**config.mk**
```make
export PLATFORM = sky130hd
export DESIGN_NAME = exe_mem
export DESIGN_NICKNAME = d
export VERILOG_FILES = /design/src/rtl/exe_mem.sv
export SDC_FILE = /design/constraint.sdc
export NUM_CORES = 1
export LEC_CHECK = 0
export ABC_AREA = 1
export CAP_MARGIN = 5
export CORE_AREA = 2 2 146 148
export CTS_BUF_LIST = sky130_fd_sc_hd__clkbuf_4 sky130_fd_sc_hd__clkbuf_8
export CTS_CLUSTER_SIZE = 12
export DETAILED_ROUTE_END_ITERATION = 16
export DIE_AREA = 0 0 148 150
export GPL_ROUTABILITY_DRIVEN = 0
export PLACE_DENSITY_LB_ADDON = 0.12
export SLEW_MARGIN = 20
export SYNTH_ARGS = -nofsm -noshare
export SYNTH_HDL_FRONTEND = slang
export SYNTH_SLANG_ARGS = --single-unit
```
**constraint.sdc**
```tcl
create_clock -name clk_i -period 2.1 [get_ports clk_i]
set_input_delay 0.315 -clock clk_i [delete_from_list [all_inputs] [get_ports clk_i]]
set_output_delay 0.315 -clock clk_i [all_outputs]
set_load 0.05 [all_outputs]
```
**src/rtl/exe_mem.sv**
```systemverilog
// EXE/MEM pipeline register: captures the execute result and memory request, traps
// misaligned halfword/word accesses, and flags load-use hazards against decode.
module exe_mem #(
  parameter int CHECK_ALIGN = 1,
  parameter int CNT_WIDTH   = 16,
  parameter int ADDR_WIDTH  = 32,
  parameter int RADDR_WIDTH = 5,
  parameter int RDATA_WIDTH = 32,
  parameter int DATA_WIDTH  = 32
) (
  input  logic                   clk_i,
  input  logic                   rst_i,
  input  logic                   stall_i,
  input  logic                   flush_i,
  input  logic [ADDR_WIDTH-1:0]  pc_i,
  input  logic [RADDR_WIDTH-1:0] reg_waddr_i,
  input  logic                   reg_we_i,
  input  logic [RDATA_WIDTH-1:0] reg_wdata_i,
  input  logic                   mem_we_i,
  input  logic [ADDR_WIDTH-1:0]  mem_addr_i,
  input  logic [DATA_WIDTH-1:0]  mem_data_i,
  input  logic [3:0]             mem_op_i,
  input  logic [RADDR_WIDTH-1:0] id_rs1_addr_i,
  input  logic                   id_rs1_re_i,
  input  logic [RADDR_WIDTH-1:0] id_rs2_addr_i,
  input  logic                   id_rs2_re_i,
  output logic [RADDR_WIDTH-1:0] reg_waddr_o,
  output logic                   reg_we_o,
  output logic [RDATA_WIDTH-1:0] reg_wdata_o,
  output logic                   mem_we_o,
  output logic [ADDR_WIDTH-1:0]  mem_addr_o,
  output logic [DATA_WIDTH-1:0]  mem_data_o,
  output logic [3:0]             mem_op_o,
  output logic [ADDR_WIDTH-1:0]  pc_o,
  output logic                   misalign_o,
  output logic [ADDR_WIDTH-1:0]  misalign_addr_o,
  output logic [ADDR_WIDTH-1:0]  misalign_pc_o,
  output logic                   load_use_o,
  output logic [CNT_WIDTH-1:0]   bubble_cnt_o
);

  localparam logic [3:0] MEM_NOP = 4'd0;
  localparam logic [3:0] MEM_LB  = 4'd1;
  localparam logic [3:0] MEM_LBU = 4'd2;
  localparam logic [3:0] MEM_LH  = 4'd3;
  localparam logic [3:0] MEM_LHU = 4'd4;
  localparam logic [3:0] MEM_LW  = 4'd5;
  localparam logic [3:0] MEM_SB  = 4'd6;
  localparam logic [3:0] MEM_SH  = 4'd7;
  localparam logic [3:0] MEM_SW  = 4'd8;

  logic [RADDR_WIDTH-1:0] reg_waddr_q, reg_waddr_d;
  logic                   reg_we_q, reg_we_d;
  logic [RDATA_WIDTH-1:0] reg_wdata_q, reg_wdata_d;
  logic                   mem_we_q, mem_we_d;
  logic [ADDR_WIDTH-1:0]  mem_addr_q, mem_addr_d;
  logic [DATA_WIDTH-1:0]  mem_data_q, mem_data_d;
  logic [3:0]             mem_op_q, mem_op_d;
  logic [ADDR_WIDTH-1:0]  pc_q, pc_d;
  logic                   misalign_q, misalign_d;
  logic [ADDR_WIDTH-1:0]  mis_addr_q, mis_addr_d;
  logic [ADDR_WIDTH-1:0]  mis_pc_q, mis_pc_d;
  logic [CNT_WIDTH-1:0]   cnt_q, cnt_d;

  logic is_half, is_word, trap, capture, load_bubble, is_load, rs_hit;

  always_comb begin
    is_half = (mem_op_i == MEM_LH) || (mem_op_i == MEM_LHU) || (mem_op_i == MEM_SH);
    is_word = (mem_op_i == MEM_LW) || (mem_op_i == MEM_SW);
    trap    = (CHECK_ALIGN != 0) &&
              ((is_half && mem_addr_i[0]) || (is_word && (mem_addr_i[1:0] != 2'b00)));
    // Flush overrides stall; a trap only matters on an edge that would capture.
    capture     = !flush_i && !stall_i;
    load_bubble = flush_i || (capture && trap);
  end

  always_comb begin
    reg_waddr_d = reg_waddr_q;
    reg_we_d    = reg_we_q;
    reg_wdata_d = reg_wdata_q;
    mem_we_d    = mem_we_q;
    mem_addr_d  = mem_addr_q;
    mem_data_d  = mem_data_q;
    mem_op_d    = mem_op_q;
    pc_d        = pc_q;
    misalign_d  = capture && trap;
    mis_addr_d  = mis_addr_q;
    mis_pc_d    = mis_pc_q;
    cnt_d       = cnt_q;
    if (load_bubble) begin
      reg_waddr_d = '0;
      reg_we_d    = 1'b0;
      reg_wdata_d = '0;
      mem_we_d    = 1'b0;
      mem_addr_d  = '0;
      mem_data_d  = '0;
      mem_op_d    = MEM_NOP;
      pc_d        = '0;
      if (cnt_q != {CNT_WIDTH{1'b1}}) cnt_d = cnt_q + 1'b1;
    end else if (capture) begin
      reg_waddr_d = reg_waddr_i;
      reg_we_d    = reg_we_i;
      reg_wdata_d = reg_wdata_i;
      mem_we_d    = mem_we_i;
      mem_addr_d  = mem_addr_i;
      mem_data_d  = mem_data_i;
      mem_op_d    = mem_op_i;
      pc_d        = pc_i;
    end
    if (capture && trap) begin
      mis_addr_d = mem_addr_i;
      mis_pc_d   = pc_i;
    end
  end

  always_ff @(posedge clk_i) begin
    if (rst_i) begin
      reg_waddr_q <= '0;
      reg_we_q    <= 1'b0;
      reg_wdata_q <= '0;
      mem_we_q    <= 1'b0;
      mem_addr_q  <= '0;
      mem_data_q  <= '0;
      mem_op_q    <= MEM_NOP;
      pc_q        <= '0;
      misalign_q  <= 1'b0;
      mis_addr_q  <= '0;
      mis_pc_q    <= '0;
      cnt_q       <= '0;
    end else begin
      reg_waddr_q <= reg_waddr_d;
      reg_we_q    <= reg_we_d;
      reg_wdata_q <= reg_wdata_d;
      mem_we_q    <= mem_we_d;
      mem_addr_q  <= mem_addr_d;
      mem_data_q  <= mem_data_d;
      mem_op_q    <= mem_op_d;
      pc_q        <= pc_d;
      misalign_q  <= misalign_d;
      mis_addr_q  <= mis_addr_d;
      mis_pc_q    <= mis_pc_d;
      cnt_q       <= cnt_d;
    end
  end

  // Hazard only against real loads writing a non-zero register.
  always_comb begin
    is_load = (mem_op_i == MEM_LB) || (mem_op_i == MEM_LBU) || (mem_op_i == MEM_LH) ||
              (mem_op_i == MEM_LHU) || (mem_op_i == MEM_LW);
    rs_hit  = (id_rs1_re_i && (id_rs1_addr_i == reg_waddr_i)) ||
              (id_rs2_re_i && (id_rs2_addr_i == reg_waddr_i));
    load_use_o = !rst_i && is_load && reg_we_i && (reg_waddr_i != '0) && rs_hit;
  end

  assign reg_waddr_o     = reg_waddr_q;
  assign reg_we_o        = reg_we_q;
  assign reg_wdata_o     = reg_wdata_q;
  assign mem_we_o        = mem_we_q;
  assign mem_addr_o      = mem_addr_q;
  assign mem_data_o      = mem_data_q;
  assign mem_op_o        = mem_op_q;
  assign pc_o            = pc_q;
  assign misalign_o      = misalign_q;
  assign misalign_addr_o = mis_addr_q;
  assign misalign_pc_o   = mis_pc_q;
  assign bubble_cnt_o    = cnt_q;

endmodule

```
---- Word level (Yosys, flattened, before mapping) ----
Cells that the tools add are included.
word-level totals
  bits in latches ......................... 0
  memory bits (read-only) ................. 0
  bits in registers ....................... 220
  memories kept ........................... 0
  word-level logic and storage cells ...... 50
  bits in writable memories ............... 0
cells by class
  equality and inequality tests ........... 10
  bitwise operators ....................... 0
  div/mod/pow operators ................... 0
  multipliers ............................. 0
  multiplexer cells ....................... 0
  order comparisons ....................... 0
  shift operators ......................... 0
  reduce and logical (&&, ||, !) cells .... 27
  $add $sub $neg .......................... 1
operators with widths
  cell                     count
  $add A16 B1 Y16 const B  1
  $ne A16 B16 Y1 const B   1
  $eq A4 B3 Y1 const B     3
  $eq A5 B5 Y1             2
  $logic_and A1 B1 Y1      10
  $logic_or A1 B1 Y1       10
  $eq A4 B2 Y1 const B     2
  $reduce_bool A5 Y1       1
  $eq A4 B1 Y1 const B     1
  $eq A4 B4 Y1 const B     1
  $logic_not A1 Y1         3
  $reduce_and A2 Y1        1
  $reduce_bool A2 Y1       1
  $reduce_or A2 Y1         1

---- Longest topological paths before layout ----
Gate-level depths: netlist of run 1.
  word-level depth ........................ 9
  depth in mapped cells ................... 10
  gate-level depth less buffers ........... 9

---- Worst setup path before layout of run 1 ----
Ideal clock, no wire load.
  path type ............................... reg-to-reg
  start point ............................. register cnt_q[0] (netlist: bubble_cnt_o[0])
  end point ............................... register cnt_q[5] (netlist: bubble_cnt_o[5])
  cell stages (with the launch flop) ...... 9
  data required time ...................... 2.030 ns
  arrival ................................. 1.883 ns
  path slack .............................. 0.147 ns
  path buffers ............................ 1
  cell sequence ........................... dfxtp_1 ha_1 nand2_2 nor2_4 nand4_4 nand2_4 buf_6 nand2_1 a21oi_1
between the ends
  word-level cells in the longest chain between the ends .. 2
  elaborated cells on any way between the ends .. 3
RTL lines
  item                                                                     RTL line  source
  from (decl)                                                              63        logic [CNT_WIDTH-1:0] cnt_q, cnt_d;
  from (signal assigned)                                                   142       cnt_q <= cnt_d;
  parallel branches: the longest is 2 deep, another holds $add A16 B1 Y16  --
Parallel ways; which one is timed is not known.
A chain may end at the register's enable or synchronous reset.

---- Worst setup path in the final report of run 1 ----
  start point ............................. register reg_waddr_q[2] (netlist: reg_waddr_o[2])
  end point ............................... output port reg_waddr_o[2]
RTL lines
  item                    RTL line  source
  from (decl)             52        logic [RADDR_WIDTH-1:0] reg_waddr_q, reg_waddr_d;
  from (signal assigned)  131       reg_waddr_q <= reg_waddr_d;
  to (decl)               27        output logic [RADDR_WIDTH-1:0] reg_waddr_o,
No word-level cell between the ends.

==> impl_metrics.py, run 1 <==
metrics = {
    "status": {
        "outcome": "complete, no violations",
    },
    "floorplan": {
        "row_count": 53,
        "design.core.area_um2": 20690,
        "die_w_um": 148,
        "die_h_um": 150,
        "ioPinCount": 376,
        "start_util_pct": 39.99,
        "die-area_um2": 22200,
    },
    "drt": {
        "drc": 0,
        "antenna_left": 0,
        "drt_iter0_drc": 280,
        "avgRoutedWirePerCell_um": 15.58,
        "drt_first_pass_iters": 5,
        "dr_total_vias": 8305,
        "vias_per_cell": 4.735,
        "drt-total-wl_um": 27330,
    },
    "power": {
        "p_seq_share_pct": 44.1,
        "power.internal_mw": 7.246,
        "peakVddDrop_mv": 0.5556,
        "finalPower_mw": 9.783,
        "leakage_nw": 5.131,
        "p_sw_share_pct": 25.93,
        "p_sw_mw": 2.537,
        "pwr-share-clk_pct": 42.5,
        "p_comb_share_pct": 13.4,
        "power_density_nw_per_um2": 742.4,
    },
    "grt": {
        "grt_max_degree": 79,
        "first_global_vias": 7726,
        "grt-ovfl-total": 0,
        "grt_pass1_wl_um": 41740,
        "grtUsageTotal_pct": 23.66,
        "antenna_found_initial": 1,
    },
    "final_layout": {
        "drive_gt1_share_pct": 7.442,
        "syn_to_final_growth_pct": 59.29,
        "final_util_pct": 63.69,
        "finish.instance_area_um2": 13180,
        "nets": 1609,
    },
    "yosys": {
        "avgSynthCellArea_um2": 7.660,
        "synthCells": 1080,
        "syn_area_um2": 8273,
        "yosysSeqAreaShare_pct": 53.24,
        "yosys_warnings": 0,
        "syn_nets": 1236,
        "ys_types": 27,
        "ys_seq_elements": 220,
    },
    "clock_tree": {
        "post_cts_buffers": 0,
        "cts.sinks": 220,
        "cts_max_path_buffers": 3,
        "cts_buffers": 39,
        "clk_latency_ns": 0.53,
        "cts_tree": "yes",
        "root_buffer": "clkbuf_8",
        "h-tree-depth": 2,
        "hold_buffers": 0,
        "clk_pin_slew_ns": 0.06,
    },
    "sta": {
        "drv_slew": 0,
        "setup_viol": 0,
        "fin_tns_setup_ns": 0,
        "relSlewSlack_pct": 60.48,
        "max_freq_mhz": 486.1,
        "tightestPinTransition_ns": 0.5909,
        "grt_setup_unrepaired": "false",
        "final_hold_viol_count": 0,
        "finClkSkew_ns": 0.008593,
        "fin_crit_ns": 2.057,
        "finalCritPeriodShare_pct": 97.97,
    },
    "critical_path": {
        "worstPathCellList": "clkdlybuf4s50_1",
        "critPathBufInv": 1,
        "critical_path.max_fanout": 2,
        "max_stage_delay_ns": 0.86,
        "path_class": "reg -> out",
        "critPathCaptureType": "output port",
        "slowest_stage": "clkdlybuf4s50_1",
        "worst_ep_required_time_ns": 1.78,
        "cp_top_family": "buffers and inverters",
        "worst_ep_arrival_time_ns": 1.74,
        "cp-start-kind": "flop",
    },
    "placement": {
        "hpwl_um": 19510,
        "placed_area_um2": 12370,
        "numPortBuffers": 375,
    },
    "flow_run": {
        "cap_viol_max_count": 0,
    },
    "hold_path": {
        "hold_class": "in -> reg",
    },
}
[cells in the final DEF (no fill, tap or decap), types with 2 or more instances in the layout]
cell type and n:
nor2_4 3, dlymetal6s2s_1 2, nand4_1 7, clkdlybuf4s50_1 354, dlygate4sd2_1 16, o21ai_1 41, dfxtp_1 220, buf_12 10
clkbuf_4 10, o21ai_0 19, xor2_1 7, inv_6 2, buf_4 20, nand3_1 93, a21oi_1 158, inv_1 73
xnor2_1 4, nand2_1 224, nand2_2 3, nor2_1 144, clkbuf_8 50, a211oi_1 2, clkinv_2 3
[metal layers]
| layer | routed length [µm] | vias up | GRT usage (%) |
|---|---|---|---|
| met4 | 552 | 0 | 7.238 |
| met1 | 10720 | 3727 | 27.89 |
| met5 | 0 | - | 0 |
| li1 | - | 4232 | - |
| met2 | 13480 | 306 | 40.51 |
| met3 | 2566 | 40 | 8.384 |
[cells by family (layout without fill, tap and decap cells)]
| group | Yosys count | after routing | synth area share [%] |
|---|---|---|---|
| flops | 220 | 220 | 53.24 |
| xor+xnor | 11 | 11 | 1.165 |
| compound gates | 223 | 223 | 13.67 |
| simple gates | 479 | 479 | 24.09 |
| buf+inv | 146 | 544 | 7.683 |
| other cells | 0 | 1 | 0 |
| fa+ha+maj | 1 | 1 | 0.1512 |
[state kept, by name, summed over array words and instances (netlist names)]
signal and flops:
misalign_pc_o 32, mem_addr_o 32, reg_wdata_o 32, reg_we_o 1, misalign_o 1, mem_we_o 1, pc_o 32, bubble_cnt_o 16
reg_waddr_o 5, mem_op_o 4, misalign_addr_o 32, mem_data_o 32
[metrics by stage]
step / setup slack (ns) / hold slack [ns] / instances
after global placement: -0.03282 / 0.4453 / 1687
after CTS: 0.01609 / 0.2218 / 1753
after global routing: 0.004102 / 0.2383 / 1754
after detailed placement: -0.008153 / 0.4525 / 1687
final: 0.04262 / 0.2419 / 1754
after floorplan: 0.1465 / 0.4181 / 1080
[worst paths after layout]
kind | depth (start not counted) | start | slack, ns | to
max | 1 | reg_waddr_o[2] | 0.04 | reg_waddr_o[2]
min | 3 | reg_waddr_i[4] | 0.24 | reg_waddr_o[4]
max reg2reg | 7 | bubble_cnt_o[1] | 0.38 | bubble_cnt_o[6]
min reg2reg | 2 | mem_data_o[2] | 0.46 | mem_data_o[2]
[synth_stat cells (all sizes together)]
master | instances | share of area (%)
a211oi | 2 | 0.18
a21oi | 159 | 9.7
a22o | 1 | 0.11
buf | 41 | 2.9
clkbuf | 29 | 1.3
clkinv | 1 | 0.045
dfxtp | 220 | 53
ha | 1 | 0.15
inv | 75 | 3.4
nand2 | 228 | 10
nand3 | 95 | 5.7
nand4 | 8 | 0.79
nor2 | 147 | 6.9
nor3 | 1 | 0.12
o211ai | 1 | 0.091
o21ai | 60 | 3.6
xnor2 | 4 | 0.42
xor2 | 7 | 0.74
[power by group through the flow]
stage | combinational, mW | clock [mW] | sequential, mW
3_3_place_gp | 1.31 | 0 | 4.40
5_1_grt | 1.40 | 4.43 | 4.33
3_5_place_dp | 1.32 | 0 | 4.41
6_report | 1.31 | 4.16 | 4.32
2_1_floorplan | 0.365 | 0 | 4.73
4_1_cts | 1.32 | 4.25 | 4.32
[repair_timing]
item / CTS / global route
endpoints found under the setup margin: 15 / 2
gates resized for setup: 16 / 2
pin swaps: 1 / 0
[area by class of cell]
cell class | instances | area [µm²]
antenna | 1 | 2.502
clock buffer | 60 | 763.2
clock inverter | 6 | 61.31
fill | 1903 | 7512
inverter | 76 | 290.3
multi-input combinational | 714 | 3253
sequential | 220 | 4404
tap | 275 | 344.1
timing repair buffer | 402 | 4059
No activity file was read; power rests on OpenSTA's default activity.
==> inputs of run 2 (changes only) <==
--- a/config.mk
+++ b/config.mk
@@ -14,6 +14,7 @@
 export DIE_AREA = 0 0 148 150
 export GPL_ROUTABILITY_DRIVEN = 0
 export PLACE_DENSITY_LB_ADDON = 0.12
+export SKIP_LAST_GASP = 1
 export SLEW_MARGIN = 20
 export SYNTH_ARGS = -nofsm -noshare
 export SYNTH_HDL_FRONTEND = slang
==> results of run 2 <==
Same layout as run 1: the final DEF is identical, and so are final timing and power.
==> inputs of run 3 (changes only) <==
--- a/config.mk
+++ b/config.mk
@@ -7,11 +7,12 @@
 export LEC_CHECK = 0
 export ABC_AREA = 1
 export CAP_MARGIN = 5
-export CORE_AREA = 2 2 146 148
+export CORE_ASPECT_RATIO = 1.25
+export CORE_MARGIN = 4
+export CORE_UTILIZATION = 43
 export CTS_BUF_LIST = sky130_fd_sc_hd__clkbuf_4 sky130_fd_sc_hd__clkbuf_8
 export CTS_CLUSTER_SIZE = 12
 export DETAILED_ROUTE_END_ITERATION = 16
-export DIE_AREA = 0 0 148 150
 export GPL_ROUTABILITY_DRIVEN = 0
 export PLACE_DENSITY_LB_ADDON = 0.12
 export SKIP_LAST_GASP = 1
==> impl_metrics.py, run 3 (synthesized netlist as in run 1, its figures left out) <==
metrics = {
    "final_layout": {
        "multiInputGateArea_um2": 3257,
        "syn_to_final_growth_pct": 58.85,
        "seqCellArea_um2": 4404,
        "nFillCells": 1600,
        "final_util_pct": 69.72,
        "final_cells": 1707,
        "drive_gt1_share_pct": 7.123,
        "final_common_cell": "clkdlybuf4s50_1",
        "nets": 1604,
        "final_cell_mix": "clkdlybuf4s50_1 (360), nand2_1 (224), dfxtp_1 (220)",
    },
    "floorplan": {
        "ioPinCount": 376,
        "die_h_um": 163.1,
        "die_w_um": 132.1,
        "start_util_pct": 43.89,
        "design.core.area_um2": 18850,
        "die-area_um2": 21540,
        "row_count": 56,
    },
    "power": {
        "p_comb_share_pct": 13.5,
        "power.internal_mw": 7.275,
        "p_seq_share_pct": 44.4,
        "peakVddDrop_mv": 0.4607,
        "finalPower_mw": 9.717,
        "power_density_nw_per_um2": 739.4,
        "p_sw_share_pct": 25.13,
        "leakage_nw": 5.104,
        "pwr-share-clk_pct": 42.1,
        "p_sw_mw": 2.442,
    },
    "grt": {
        "grt_pass1_wl_um": 43690,
        "grt-ovfl-total": 0,
        "antenna_found_initial": 3,
        "first_global_vias": 8365,
        "grt_max_degree": 50,
        "grtUsageTotal_pct": 25.25,
    },
    "clock_tree": {
        "clk_pin_slew_ns": 0.06,
        "cts.sinks": 220,
        "clk_latency_ns": 0.50,
        "cts_tree": "yes",
        "h-tree-depth": 2,
        "cts_buffers": 35,
        "cts_max_path_buffers": 3,
        "hold_buffers": 0,
        "root_buffer": "clkbuf_8",
    },
    "drt": {
        "antenna_left": 0,
        "drc": 0,
        "vias_per_cell": 4.908,
        "drt_iter0_drc": 513,
        "drt-total-wl_um": 28310,
        "avgRoutedWirePerCell_um": 16.58,
        "drt_first_pass_iters": 4,
        "dr_total_vias": 8378,
    },
    "sta": {
        "relSlewSlack_pct": 59.15,
        "fin_crit_ns": 2.037,
        "tightestPinTransition_ns": 0.6109,
        "finClkSkew_ns": 0.02056,
        "worst_slack_ns": 0.06325,
        "grt_setup_unrepaired": "true",
        "finalCritPeriodShare_pct": 96.99,
        "max_freq_mhz": 491.0,
        "drv_slew": 0,
        "final_hold_viol_count": 0,
        "setup_viol": 0,
    },
    "placement": {
        "hpwl_um": 20960,
        "pre_cts_slack_ns": 0.05224,
        "placed_cells": 1643,
        "numPortBuffers": 375,
    },
    "critical_path": {
        "cp.depth": 1,
        "slowest_stage": "clkdlybuf4s50_1",
        "reg2reg_depth": 7,
        "max_stage_delay_ns": 0.88,
        "path_class": "reg -> out",
        "cp-start-kind": "flop",
        "worst_ep_arrival_time_ns": 1.72,
        "worst_ep_required_time_ns": 1.78,
        "cp_top_family": "buffers and inverters",
        "critPathCaptureType": "output port",
        "critPathBufInv": 1,
        "worstPathCellList": "clkdlybuf4s50_1",
        "critical_path.max_fanout": 2,
        "worst-r2r-setup-slack_ns": 0.39,
    },
    "hold_path": {
        "hold_class": "in -> reg",
        "min_path_cells": 3,
    },
    "flow_run": {
        "cap_viol_max_count": 0,
    },
    "status": {
        "outcome": "complete, no violations",
    },
}
[run 3: final cells by class]
class                   instances  area share (%)
flip-flops and latches        220           33.51
clock inverters                 1          0.2285
inverters                      76           2.209
repair buffers                401           31.07
well taps                     232           2.209
clock buffers                  62           5.970
multi-input cells             714           24.78
diodes                          1         0.01904
[run 3: through the flow]
step                setup TNS [ns]  cell area (µm²)  hold WS (ns)
global placement                 0            12330        0.4470
global route              -0.01756            13140        0.3497
detailed placement               0            12330        0.4515
floorplan                        0             8273        0.4181
finish                           0            13140        0.3700
CTS                              0            13130        0.3322
[run 3: routing by layer]
| metal | routed length (µm) | GRT usage [%] | up-vias | part of all wire (%) |
|---|---|---|---|---|
| li1 | - | - | 4223 | - |
| met1 | 10240 | 26.35 | 3795 | 36 |
| met2 | 14700 | 46.52 | 294 | 52 |
| met3 | 2294 | 8.626 | 64 | 8.1 |
| met4 | 1068 | 10.03 | 2 | 3.8 |
| met5 | 12 | 0 | - | 0.042 |
[run 3: what timing repair did]
action	in CTS	in global routing
gates resized for setup	13	2
endpoints found under the hold margin	0	0
buffers inserted	0	0
endpoints found under the setup margin	13	2
[run 3: path summary, 6_finish.rpt]
| kind | startpoint | end |
|---|---|---|
| setup / recovery | pc_o[31] | pc_o[31] |
| hold / removal | reg_wdata_i[24] | reg_wdata_o[24] |
| setup reg to reg | bubble_cnt_o[1] | bubble_cnt_o[13] |
| hold reg to reg | mem_data_o[23] | mem_data_o[23] |
[run 3: power by group through the flow]
| stage | combinational (mW) | sequential, mW | clock, mW |
|---|---|---|---|
| floorplan | 0.365 | 4.73 | 0 |
| global placement | 1.31 | 4.40 | 0 |
| detailed placement | 1.32 | 4.41 | 0 |
| CTS | 1.32 | 4.32 | 4.20 |
| global route | 1.40 | 4.32 | 4.36 |
| finish | 1.31 | 4.32 | 4.09 |
